[src/rtl/jitt_cfg_pkg.sv]
// rtl/jitt_cfg_pkg.sv - shared types and constants for the jitter attenuator config sequencer
package jitt_cfg_pkg;

  typedef enum logic [3:0] {
    S_IDLE,
    S_RST_ASSERT,
    S_RST_WAIT,
    S_FETCH,
    S_ISSUE,
    S_RESP,
    S_LOCK_WAIT,
    S_DONE,
    S_ERR
  } state_e;

  localparam logic [1:0] ERR_NONE = 2'd0;
  localparam logic [1:0] ERR_NACK = 2'd1;
  localparam logic [1:0] ERR_LOCK = 2'd2;
  localparam logic [1:0] ERR_RDBK = 2'd3;

  localparam logic [15:0] TBL_END   = 16'hFFFF;
  localparam int          LOCK_QUAL = 16;

endpackage

[src/rtl/jitt_cfg_seq_if.sv]
// rtl/jitt_cfg_seq_if.sv - I2C master command/response port between sequencer and CLKGEN I2C master
interface jitt_cfg_seq_if;
  logic        cmd_valid;
  logic        cmd_ready;
  logic        cmd_rnw;
  logic [15:0] cmd_addr;
  logic [7:0]  cmd_wdata;
  logic        rsp_valid;
  logic        rsp_nack;
  logic [7:0]  rsp_rdata;

  modport master (
    output cmd_valid, cmd_rnw, cmd_addr, cmd_wdata,
    input  cmd_ready, rsp_valid, rsp_nack, rsp_rdata
  );

  modport slave (
    input  cmd_valid, cmd_rnw, cmd_addr, cmd_wdata,
    output cmd_ready, rsp_valid, rsp_nack, rsp_rdata
  );
endinterface

[src/rtl/jitt_cfg_lock_mon.sv]
// rtl/jitt_cfg_lock_mon.sv - DPLL lock synchroniser, consecutive-cycle qualifier and lock timeout counter
module jitt_cfg_lock_mon
  import jitt_cfg_pkg::*;
#(
  parameter int LOCK_TIMEOUT = 1 << 20
) (
  input  logic clk_i,
  input  logic rst_ni,
  input  logic en_i,
  input  logic lock_i,
  output logic locked_o,
  output logic timeout_o
);

  localparam int TW = (LOCK_TIMEOUT > 1) ? $clog2(LOCK_TIMEOUT + 1) : 1;
  localparam int QW = $clog2(LOCK_QUAL + 1);

  logic [1:0]    sync_q;
  logic [QW-1:0] qual_q;
  logic [TW-1:0] tmo_q;

  // Both counters only run while enabled so each lock wait starts from zero.
  always_ff @(posedge clk_i or negedge rst_ni) begin
    if (!rst_ni) begin
      sync_q <= '0;
      qual_q <= '0;
      tmo_q  <= '0;
    end else begin
      sync_q <= {sync_q[0], lock_i};
      if (!en_i) begin
        qual_q <= '0;
        tmo_q  <= '0;
      end else begin
        if (!sync_q[1]) begin
          qual_q <= '0;
        end else if (qual_q != QW'(LOCK_QUAL)) begin
          qual_q <= qual_q + 1'b1;
        end
        if (tmo_q != TW'(LOCK_TIMEOUT)) begin
          tmo_q <= tmo_q + 1'b1;
        end
      end
    end
  end

  assign locked_o  = en_i && (qual_q == QW'(LOCK_QUAL));
  assign timeout_o = en_i && (tmo_q == TW'(LOCK_TIMEOUT));

endmodule

[src/rtl/jitt_cfg_seq.sv]
// rtl/jitt_cfg_seq.sv - power-up/re-config sequencer for the jitter attenuator
// Optional readback verification of every write: define JITT_CFG_READBACK_EN.
module jitt_cfg_seq
  import jitt_cfg_pkg::*;
#(
  parameter int RST_CYCLES    = 1000,
  parameter int POST_RST_WAIT = 5000,
  parameter int TBL_AW        = 9,
  parameter int LOCK_TIMEOUT  = 1 << 20,
  parameter int MAX_RETRY     = 3
) (
  input  logic              axi_aclk,
  input  logic              axi_aresetn,
  input  logic              start,
  output logic              busy,
  output logic              done,
  output logic              error,
  output logic [1:0]        err_code,
  output logic              jitt_resetn,
  output logic [TBL_AW-1:0] tbl_addr,
  input  logic [23:0]       tbl_data,
  jitt_cfg_seq_if.master    i2c,
  input  logic              lock_in,
  output logic [TBL_AW-1:0] entry_cnt
);

  localparam int WMAX = (RST_CYCLES > POST_RST_WAIT) ? RST_CYCLES : POST_RST_WAIT;
  localparam int CW   = (WMAX > 1) ? $clog2(WMAX + 1) : 1;
  localparam int RW   = (MAX_RETRY > 0) ? $clog2(MAX_RETRY + 1) : 1;
  localparam logic [TBL_AW-1:0] LAST_IDX = '1;

  state_e            state_q;
  logic [CW-1:0]     cnt_q;
  logic [TBL_AW-1:0] entry_q;
  logic [TBL_AW-1:0] entry_inc;
  logic [RW-1:0]     retry_q;
  logic              busy_q;
  logic              done_q;
  logic              error_q;
  logic [1:0]        err_code_q;
  logic              jitt_resetn_q;
  logic [TBL_AW-1:0] tbl_addr_q;
  logic              cmd_valid_q;
  logic [15:0]       cmd_addr_q;
  logic [7:0]        cmd_wdata_q;
  logic              rsp_valid_q;
  logic              rsp_nack_q;
  logic              locked;
  logic              timeout;
`ifdef JITT_CFG_READBACK_EN
  logic              cmd_rnw_q;
  logic [7:0]        rsp_rdata_q;
`endif

  assign entry_inc = (entry_q == LAST_IDX) ? entry_q : entry_q + 1'b1;

  jitt_cfg_lock_mon #(
    .LOCK_TIMEOUT(LOCK_TIMEOUT)
  ) u_lock_mon (
    .clk_i     (axi_aclk),
    .rst_ni    (axi_aresetn),
    .en_i      (state_q == S_LOCK_WAIT),
    .lock_i    (lock_in),
    .locked_o  (locked),
    .timeout_o (timeout)
  );

  always_ff @(posedge axi_aclk or negedge axi_aresetn) begin
    if (!axi_aresetn) begin
      state_q       <= S_IDLE;
      cnt_q         <= '0;
      entry_q       <= '0;
      retry_q       <= '0;
      busy_q        <= 1'b0;
      done_q        <= 1'b0;
      error_q       <= 1'b0;
      err_code_q    <= ERR_NONE;
      jitt_resetn_q <= 1'b0;
      tbl_addr_q    <= '0;
      cmd_valid_q   <= 1'b0;
      cmd_addr_q    <= '0;
      cmd_wdata_q   <= '0;
      rsp_valid_q   <= 1'b0;
      rsp_nack_q    <= 1'b0;
`ifdef JITT_CFG_READBACK_EN
      cmd_rnw_q     <= 1'b0;
      rsp_rdata_q   <= '0;
`endif
    end else begin
      // Responses are registered so one landing in the handshake cycle is seen in RESP.
      rsp_valid_q <= i2c.rsp_valid;
      rsp_nack_q  <= i2c.rsp_nack;
`ifdef JITT_CFG_READBACK_EN
      rsp_rdata_q <= i2c.rsp_rdata;
`endif
      case (state_q)
        S_IDLE, S_DONE, S_ERR: begin
          if (start) begin
            state_q       <= S_RST_ASSERT;
            cnt_q         <= '0;
            jitt_resetn_q <= 1'b0;
            busy_q        <= 1'b1;
            done_q        <= 1'b0;
            error_q       <= 1'b0;
            err_code_q    <= ERR_NONE;
            entry_q       <= '0;
            retry_q       <= '0;
            tbl_addr_q    <= '0;
          end
        end
        S_RST_ASSERT: begin
          if (int'(cnt_q) + 1 >= RST_CYCLES) begin
            state_q       <= S_RST_WAIT;
            cnt_q         <= '0;
            jitt_resetn_q <= 1'b1;
          end else begin
            cnt_q <= cnt_q + 1'b1;
          end
        end
        S_RST_WAIT: begin
          if (int'(cnt_q) + 1 >= POST_RST_WAIT) begin
            state_q    <= S_FETCH;
            cnt_q      <= '0;
            tbl_addr_q <= entry_q;
          end else begin
            cnt_q <= cnt_q + 1'b1;
          end
        end
        S_FETCH: begin
          // First cycle covers the table read latency; second cycle decodes.
          if (cnt_q == '0) begin
            cnt_q <= CW'(1);
          end else if (tbl_data[23:8] == TBL_END || entry_q == LAST_IDX) begin
            if (LOCK_TIMEOUT == 0) begin
              state_q <= S_DONE;
              done_q  <= 1'b1;
              busy_q  <= 1'b0;
            end else begin
              state_q <= S_LOCK_WAIT;
            end
          end else begin
            state_q     <= S_ISSUE;
            cmd_valid_q <= 1'b1;
            cmd_addr_q  <= tbl_data[23:8];
            cmd_wdata_q <= tbl_data[7:0];
`ifdef JITT_CFG_READBACK_EN
            cmd_rnw_q   <= 1'b0;
`endif
          end
        end
        S_ISSUE: begin
          if (i2c.cmd_ready) begin
            cmd_valid_q <= 1'b0;
            state_q     <= S_RESP;
          end
        end
        S_RESP: begin
          if (rsp_valid_q) begin
            if (rsp_nack_q) begin
              if (int'(retry_q) < MAX_RETRY) begin
                retry_q     <= retry_q + 1'b1;
                cmd_valid_q <= 1'b1;
                state_q     <= S_ISSUE;
              end else begin
                state_q    <= S_ERR;
                error_q    <= 1'b1;
                err_code_q <= ERR_NACK;
                busy_q     <= 1'b0;
              end
            end
`ifdef JITT_CFG_READBACK_EN
            else if (!cmd_rnw_q) begin
              cmd_rnw_q   <= 1'b1;
              retry_q     <= '0;
              cmd_valid_q <= 1'b1;
              state_q     <= S_ISSUE;
            end else if (rsp_rdata_q != cmd_wdata_q) begin
              state_q    <= S_ERR;
              error_q    <= 1'b1;
              err_code_q <= ERR_RDBK;
              busy_q     <= 1'b0;
            end
`endif
            else begin
              entry_q    <= entry_inc;
              retry_q    <= '0;
              cnt_q      <= '0;
              tbl_addr_q <= entry_inc;
              state_q    <= S_FETCH;
            end
          end
        end
        S_LOCK_WAIT: begin
          if (locked) begin
            state_q <= S_DONE;
            done_q  <= 1'b1;
            busy_q  <= 1'b0;
          end else if (timeout) begin
            state_q    <= S_ERR;
            error_q    <= 1'b1;
            err_code_q <= ERR_LOCK;
            busy_q     <= 1'b0;
          end
        end
        default: begin
          state_q <= S_IDLE;
          busy_q  <= 1'b0;
        end
      endcase
    end
  end

  assign busy          = busy_q;
  assign done          = done_q;
  assign error         = error_q;
  assign err_code      = err_code_q;
  assign jitt_resetn   = jitt_resetn_q;
  assign tbl_addr      = tbl_addr_q;
  assign entry_cnt     = entry_q;
  assign i2c.cmd_valid = cmd_valid_q;
  assign i2c.cmd_addr  = cmd_addr_q;
  assign i2c.cmd_wdata = cmd_wdata_q;
`ifdef JITT_CFG_READBACK_EN
  assign i2c.cmd_rnw   = cmd_rnw_q;
`else
  assign i2c.cmd_rnw   = 1'b0;
`endif

endmodule

[src/flat_wrapper.sv]
// flat-port wrapper written by rule: the top's interface ports become plain ports
module jitt_cfg_seq_flat import jitt_cfg_pkg::*;
#(
  parameter int RST_CYCLES    = 1000,
  parameter int POST_RST_WAIT = 5000,
  parameter int TBL_AW        = 9,
  parameter int LOCK_TIMEOUT  = 1 << 20,
  parameter int MAX_RETRY     = 3
)
  (axi_aclk, axi_aresetn, start, busy, done, error, err_code, jitt_resetn, tbl_addr, tbl_data, lock_in, entry_cnt, i2c_cmd_valid, i2c_cmd_rnw, i2c_cmd_addr, i2c_cmd_wdata, i2c_cmd_ready, i2c_rsp_valid, i2c_rsp_nack, i2c_rsp_rdata);
  jitt_cfg_seq_if i2c_i ();
  input  logic axi_aclk;
  input  logic axi_aresetn;
  input  logic start;
  output logic busy;
  output logic done;
  output logic error;
  output logic [1:0] err_code;
  output logic jitt_resetn;
  output logic [TBL_AW-1:0] tbl_addr;
  input  logic [23:0] tbl_data;
  input  logic lock_in;
  output logic [TBL_AW-1:0] entry_cnt;
  output wire logic [$bits(i2c_i.cmd_valid)-1:0] i2c_cmd_valid;
  output wire logic [$bits(i2c_i.cmd_rnw)-1:0] i2c_cmd_rnw;
  output wire logic [$bits(i2c_i.cmd_addr)-1:0] i2c_cmd_addr;
  output wire logic [$bits(i2c_i.cmd_wdata)-1:0] i2c_cmd_wdata;
  input wire logic [$bits(i2c_i.cmd_ready)-1:0] i2c_cmd_ready;
  input wire logic [$bits(i2c_i.rsp_valid)-1:0] i2c_rsp_valid;
  input wire logic [$bits(i2c_i.rsp_nack)-1:0] i2c_rsp_nack;
  input wire logic [$bits(i2c_i.rsp_rdata)-1:0] i2c_rsp_rdata;
  assign i2c_cmd_valid = i2c_i.cmd_valid;
  assign i2c_cmd_rnw = i2c_i.cmd_rnw;
  assign i2c_cmd_addr = i2c_i.cmd_addr;
  assign i2c_cmd_wdata = i2c_i.cmd_wdata;
  assign i2c_i.cmd_ready = i2c_cmd_ready;
  assign i2c_i.rsp_valid = i2c_rsp_valid;
  assign i2c_i.rsp_nack = i2c_rsp_nack;
  assign i2c_i.rsp_rdata = i2c_rsp_rdata;
  jitt_cfg_seq #(.RST_CYCLES(RST_CYCLES), .POST_RST_WAIT(POST_RST_WAIT), .TBL_AW(TBL_AW), .LOCK_TIMEOUT(LOCK_TIMEOUT), .MAX_RETRY(MAX_RETRY)) u_core (.axi_aclk(axi_aclk), .axi_aresetn(axi_aresetn), .start(start), .busy(busy), .done(done), .error(error), .err_code(err_code), .jitt_resetn(jitt_resetn), .tbl_addr(tbl_addr), .tbl_data(tbl_data), .i2c(i2c_i), .lock_in(lock_in), .entry_cnt(entry_cnt));
endmodule
[config.mk]
export PLATFORM = sky130hd
export DESIGN_NAME = jitt_cfg_seq_flat
export DESIGN_NICKNAME = d
export VERILOG_FILES = /design/src/rtl/jitt_cfg_pkg.sv /design/src/rtl/jitt_cfg_seq_if.sv /design/src/rtl/jitt_cfg_lock_mon.sv /design/src/rtl/jitt_cfg_seq.sv /design/src/flat_wrapper.sv
export SDC_FILE = /design/constraint.sdc
export NUM_CORES = 1
export LEC_CHECK = 0
export CORE_ASPECT_RATIO = 2
export CORE_MARGIN = 2
export CORE_UTILIZATION = 53
export CTS_CLUSTER_DIAMETER = 50
export CTS_CLUSTER_SIZE = 40
export DETAILED_ROUTE_END_ITERATION = 6
export GPL_TIMING_DRIVEN = 0
export HOLD_SLACK_MARGIN = 0.1
export MAX_ROUTING_LAYER = met4
export PLACE_DENSITY = 0.8
export SLEW_MARGIN = 20
export SYNTH_ARGS = -nofsm -noshare
export SYNTH_HDL_FRONTEND = slang
export SYNTH_SLANG_ARGS = --single-unit
[constraint.sdc]
create_clock -name axi_aclk -period 3.2 [get_ports axi_aclk]
set_input_delay 0.64 -clock axi_aclk [delete_from_list [all_inputs] [get_ports axi_aclk]]
set_output_delay 0.64 -clock axi_aclk [all_outputs]
set_load 0.02 [all_outputs]
**Word-level counts from Yosys, hierarchy flattened**

Index checks and enable logic that the tools add are counted.

- Output and inout bits: 50
- Input port bits: 39
- Register bits: 98

- Bitwise logic cells: 3
- $lt $le $gt $ge: 3
- Equality and inequality tests: 33
- $add $sub $neg: 6
- Reduce and logical (&&, ||, !) cells: 25
- Muxes and demuxes: 67

Operators with widths:

| kind | count |
|---|---|
| 13-bit 2-to-1 mux | 6 |
| 13-bit case mux with 5 select lines | 1 |
| 9-bit 2-to-1 mux | 5 |
| 21-bit 2-to-1 mux | 2 |
| 4-bit 2-to-1 mux | 10 |
| 32-bit by 11-bit greater-or-equal comparator with 1-bit output (second input constant) | 1 |
| 32-bit by 14-bit greater-or-equal comparator with 1-bit output (second input constant) | 1 |
| 4-bit case mux with 7 select lines | 1 |
| 9-bit case mux with 3 select lines | 1 |
| 21-bit by 1-bit adder with 21-bit output (second input constant) | 1 |
| 21-bit == test (second input constant) | 1 |
| 21-bit != test (second input constant) | 1 |
| 7-bit AND reduction | 3 |
| 1-bit 2-to-1 mux | 20 |
| 2-bit 2-to-1 mux | 10 |
| 2-bit by 1-bit != test with 1-bit output (second input constant) | 9 |
| 9-bit case mux with 2 select lines | 1 |
| 16-bit == test (second input constant) | 1 |
| 4-bit by 3-bit == test with 1-bit output (second input constant) | 4 |
| 5-bit 2-to-1 mux | 3 |
| 13-bit by 1-bit adder with 14-bit output (second input constant) | 1 |
| 2-bit != test (second input constant) | 7 |
| 13-bit by 1-bit adder with 13-bit output (second input constant) | 1 |
| 13-bit zero test | 1 |
| other kinds (31) | 45 |

**Longest topological paths before layout**

- Word-level depth: 5
- Depth in mapped cells: 10
- Depth with buffers taken out: 9

**By module**

Synthesis repeated with hierarchy kept, for this count alone.

- Cell total of the unflattened synthesis: 568
- Area total of the unflattened synthesis: 5505.3 um2

By module, submodules not included:

| module | times used | cells an instance | area an instance (um2) |
|---|---|---|---|
| jitt_cfg_seq | 1 | 418 | 4065.1 |
| jitt_cfg_lock_mon | 1 | 150 | 1440.1 |

**Worst setup path before layout**

Ideal clock, no wire load.

- Path kind: register to register
- Start point: register u_core.entry_q[0], in the netlist u_core.entry_cnt[0]
- End point: register u_core.cmd_addr_q[0], in the netlist u_core.i2c.cmd_addr[0]
- Data arrival time: 2.369 ns
- Cell stages (with the launch flop): 9
- Setup time: 0.125 ns
- Period minus slack after synthesis: 2.494 ns
- Slack: 0.706 ns
- Path buffers: 2
- Cell sequence: dfrtp_1 > ha_1 > and3_1 > and2_1 > a31oi_1 > and3_1 > clkbuf_1 > clkbuf_1 > mux2_2

- Cells in the longest elaborated chain, start to end: 4

Ends and longest elaborated chain:

| what | line | RTL |
|---|---|---|
| start, declared | jitt_cfg_seq.sv:34 | `logic [TBL_AW-1:0] entry_q;` |
| start signal, assigned | jitt_cfg_seq.sv:185 | `entry_q <= entry_inc;` |
| 9-bit == test | jitt_cfg_seq.sv:133 | `end else if (tbl_data[23:8] == TBL_END \|\| entry_q == LAST_IDX) begin` |
| 1-bit logical OR | jitt_cfg_seq.sv:133 |  |
| 1-bit NOT (no source line) | - |  |
| 3-bit AND reduction (no source line) | - |  |
| end signal, assigned | jitt_cfg_seq.sv:144 | `cmd_addr_q <= tbl_data[23:8];` |
| end, declared | jitt_cfg_seq.sv:44 | `logic [15:0] cmd_addr_q;` |

Every way passes these cells.
A chain may end at the register's enable or synchronous reset.

**Worst setup path after layout**

- Start point: register u_core.cnt_q[1]
- End point: register u_core.cnt_q[3]

- Cells in the longest elaborated chain, start to end: 4
- Elaborated cells on any way between the ends: 10
- Classes of those cells: add/sub (2); order compare (2); eq/ne (1); mux (3); reduce/logical (2)

Ends and longest elaborated chain:

| what | line | RTL |
|---|---|---|
| start, declared | jitt_cfg_seq.sv:33 | `logic [CW-1:0] cnt_q;` |
| start signal, assigned | jitt_cfg_seq.sv:117 | `cnt_q <= cnt_q + 1'b1;` |
| start signal, assigned | jitt_cfg_seq.sv:126 | `cnt_q <= cnt_q + 1'b1;` |
| 13-bit by 1-bit adder with 14-bit output | jitt_cfg_seq.sv:112, jitt_cfg_seq.sv:121 |  |
| 32-bit by 14-bit greater-or-equal comparator with 1-bit output / 32-bit by 11-bit greater-or-equal comparator with 1-bit output (equally long branches) | jitt_cfg_seq.sv:121, jitt_cfg_seq.sv:112 |  |
| 13-bit 2-to-1 mux, on equally long branches | jitt_cfg_seq.sv:121, jitt_cfg_seq.sv:112 |  |
| 13-bit case mux with 5 select lines | jitt_cfg_seq.sv:96 | `case (state_q)` |

Parallel ways exist; a longest one is shown, timed or not.

==> impl_metrics.csv <==
group,metric,value,unit
outcome,outcome,"finished clean",
power_and_ir_drop,clockPowerShare,0.211,
synthesis,synth_top_area_cell,"dfrtp_1",
worst_setup_path,cp-end-kind,"flop",
clock_network,h-tree-depth,3,
synthesis,synth_fp_nets,583,
hold_path,worstHoldPathType,"in2async",
job,max_cap_violations,0,
synthesis,synthFlopType,"dfrtp_1",
place,gp_congestion,0.896,
sta,worstMarginPinSlew,0.774,ns
floorplan,initial_utilization,0.541,
drt,dr.pass1.iters,5,
clock_network,cts_hold_buffers,0,
worst_setup_path,critPathCapture,"u_core.cnt_q[3]",
sta,final_max_slew_viol_count,0,
synthesis,yosys_warnings,0,
sta,hold_viol,0,
drt,ant_nets,0,
power_and_ir_drop,p_seq_frac,0.326,
drt,wire_per_inst,16.9,um
drt,viasPerCell,5.77,
worst_setup_path,critPathLaunch,"u_core.cnt_q[1]",
layout,n_fill_cell,771,
synthesis,synth_area_leaders,"dfrtp_1 (47%), mux2_2 (5.2%), nand2_1 (3.9%)",
global_routing,grt_usage,0.264,
global_routing,antenna_found_initial,0,
sta,layout_min_cycle_time,2.96,ns
power_and_ir_drop,totalPowerFinal,5.30,mW
synthesis,synth_top_area_frac,0.471,
place,io_buffers,79,
power_and_ir_drop,leakage,2.78,nW
place,placed_area,0.00619,mm^2
synthesis,synthesis.area,0.00521,mm^2
global_routing,grt_max_degree,65,
drt,drc_errors,0,
worst_setup_path,crit_type,"reg2reg",
layout,stdcell_area,0.00650,mm^2
power_and_ir_drop,power.density,816,mW/mm^2
floorplan,die_area,0.0107,mm^2
clock_network,cts_setup_buffers,0,
worst_setup_path,cp.required,3.41,ns
global_routing,gr-total-overflow,0,
floorplan,pin_count,89,
clock_network,cts_made_buffers,9,
worst_setup_path,timing.rr.start,"u_core.cnt_q[1]",
synthesis,async_reset_ff_frac,1.00,
worst_setup_path,ff2ff_path_depth,9,
worst_setup_path,cp.arrival,3.16,ns
floorplan,die_h,144,um
synthesis,syn_area_per_cell,9.72,um^2
power_and_ir_drop,pwr-share-comb,0.463,
clock_network,cts_resized,0,
synthesis,ys_seq_elements,98,
layout,drive_gt1_frac,0.106,
sta,fin_crit_sh,0.924,
sta,grt_setup_unrepaired,"no",
worst_setup_path,reg2reg_to,"u_core.cnt_q[3]",
sta,relSlewSlack,0.480,
sta,setup_viol,0,
synthesis,synthDistinctLibCells,57,
synthesis,ys_seq_area_frac,0.471,
layout,area_delta_synth_final,24.7,%
floorplan,die_w,74.1,um
power_and_ir_drop,power.switching,2.07,mW
worst_setup_path,start_kind,"flop",
global_routing,grt_pass1_vias,4522,
layout,nets,674,
clock_network,clockRootBuffer,"clkbuf_16",
global_routing,grt_pass1_wl,21.1,mm
clock_network,clk_pin_slew_worst_paths,0.07,ns
place,place_hpwl,9.44,mm
synthesis,synth_edf_count,0,
clock_network,cts_tree,"done",
sta,clock_skew,0.00704,ns
power_and_ir_drop,intPower,3.23,mW
layout,diodes,0,
drt,num_vias,4409,
power_and_ir_drop,switching_share,0.391,
drt,wirelength,12.9,mm
clock_network,cts.sinks,98,
clock_network,cts_buffer_depth,2,
power_and_ir_drop,ir_worst_vdd,0.000639,V
floorplan,num_rows,51,
layout,fin_util,0.674,
worst_setup_path,reg2reg_slack,0.24,ns
synthesis,synthCells,536,
drt,drtIter0Drc,379,
clock_network,clock_latency,0.35,ns
floorplan,core,0.00964,mm^2
worst_setup_path,worst-path-max-fanout,9,
sta,fmax,338,MHz
==> cell families after synthesis <==
family                   synth area share
flip-flops                          0.471
other                            0.000720
buffers and inverters              0.0394
AND/OR/NAND/NOR                     0.210
adder cells (fa/ha/maj)            0.0192
XOR/XNOR                           0.0569
AO/OA/AOI/OAI                       0.118
multiplexers                       0.0850
==> worst min path at each step <==
stage,slack (ns),cells after the start,endpoint,startpoint
6_report,0.18,1,u_core.cnt_q[4],axi_aresetn
5_1_grt,0.20,1,u_core.cnt_q[4],axi_aresetn
3_3_place_gp,0.33,0,u_core.u_lock_mon.sync_q[1],u_core.u_lock_mon.sync_q[0]
3_5_place_dp,0.35,0,u_core.u_lock_mon.sync_q[1],u_core.u_lock_mon.sync_q[0]
2_1_floorplan,0.33,0,u_core.u_lock_mon.sync_q[1],u_core.u_lock_mon.sync_q[0]
4_1_cts,0.19,1,u_core.cnt_q[4],axi_aresetn
==> sequential cells by signal, summed over array words and instances (netlist names), 2 cells and up <==
register,cells
u_core.entry_cnt,9
u_core.u_lock_mon.sync_q,2
u_core.u_lock_mon.tmo_q,21
u_core.tbl_addr,9
u_core.retry_q,2
u_core.i2c.cmd_wdata,8
u_core.u_lock_mon.qual_q,5
u_core.err_code,2
u_core.state_q,4
u_core.cnt_q,13
u_core.i2c.cmd_addr,16
==> placed cells by master (no fill, tap or decap), types with 4 or more instances in the layout <==
cell type and instances:
a21oi_1 20, o21ai_0 34, mux2_2 24, xor2_1 20, clkbuf_1 17, nor4_1 5, nand3_1 27, and2_1 11
mux2i_1 6, buf_2 8, nor3_1 11, nor2_1 54, xnor2_1 12, nand2b_1 6, ha_1 8, and4_1 4
a22o_1 5, nand2_1 54, and3_1 12, buf_6 4, dfrtp_1 98, a31oi_1 6, clkbuf_16 9, nor2b_1 4
o31ai_1 8, clkdlybuf4s50_1 78, mux2_4 6, inv_1 14, nand4_1 13
==> worst max-delay path: stages (launching register included) <==
cell and delay [ns]:
dfrtp_1 0.49, ha_1 0.20, buf_2 0.19, nand3_1 0.25
nor3_1 0.36, nor2_1 0.08, nor3_1 0.38, o32ai_2 0.21
nor2_1 0.46, o21ai_0 0.19
==> power by group through the flow <==
stage | Sequential, mW | Clock [mW] | Combinational, mW
after floorplan | 1.96 | 0 | 1.33
after global placement | 1.73 | 0 | 2.36
after detailed placement | 1.75 | 0 | 2.43
after CTS | 1.73 | 1.13 | 2.45
after global routing | 1.76 | 1.18 | 2.66
final | 1.73 | 1.12 | 2.46
==> through the flow <==
step | hold slack [ns] | setup TNS [ns] | instances | setup slack, ns
after floorplan | 0.331 | 0 | 536 | 0.706
after global placement | 0.335 | -210.43 | 747 | -2.16
after detailed placement | 0.345 | 0 | 748 | 0.220
after CTS | 0.186 | 0 | 764 | 0.277
after global routing | 0.198 | 0 | 764 | 0.0631
final | 0.176 | 0 | 764 | 0.242
==> cell type report <==
type	count	area (um^2)	area share
plain buffers	30	153	0.0235
clock buffers	11	243	0.0374
clock inverters	5	61.3	0.00944
inverters	14	52.6	0.00809
multi-input cells	394	2550	0.393
flip-flops and latches	98	2450	0.377
well taps	132	165	0.0254
repair buffers	80	820	0.126
==> cells in the mapped netlist (8+ instances only) <==
library cell / n
dfrtp_1: 98
and3_1: 12
nand3_1: 27
xor2_1: 20
nand4_1: 13
and2_1: 11
buf_2: 8
nor2_1: 54
ha_1: 8
mux2_2: 24
nor3_1: 11
inv_1: 14
nand2_1: 54
clkbuf_1: 16
o31ai_1: 8
a21oi_1: 20
xnor2_1: 12
o21ai_0: 34
==> per-layer routing <==
| layer | global-route usage | vias up | routed length [um] |
|---|---|---|---|
| met2 | 0.442 | 141 | 7090 |
| met1 | 0.289 | 2149 | 4770 |
| met3 | 0.0425 | 49 | 411 |
| met4 | 0.153 | 0 | 637 |
| li1 | - | 2070 | - |
| met5 | - | - | 0 |
Power figures use the tool's default switching activity.
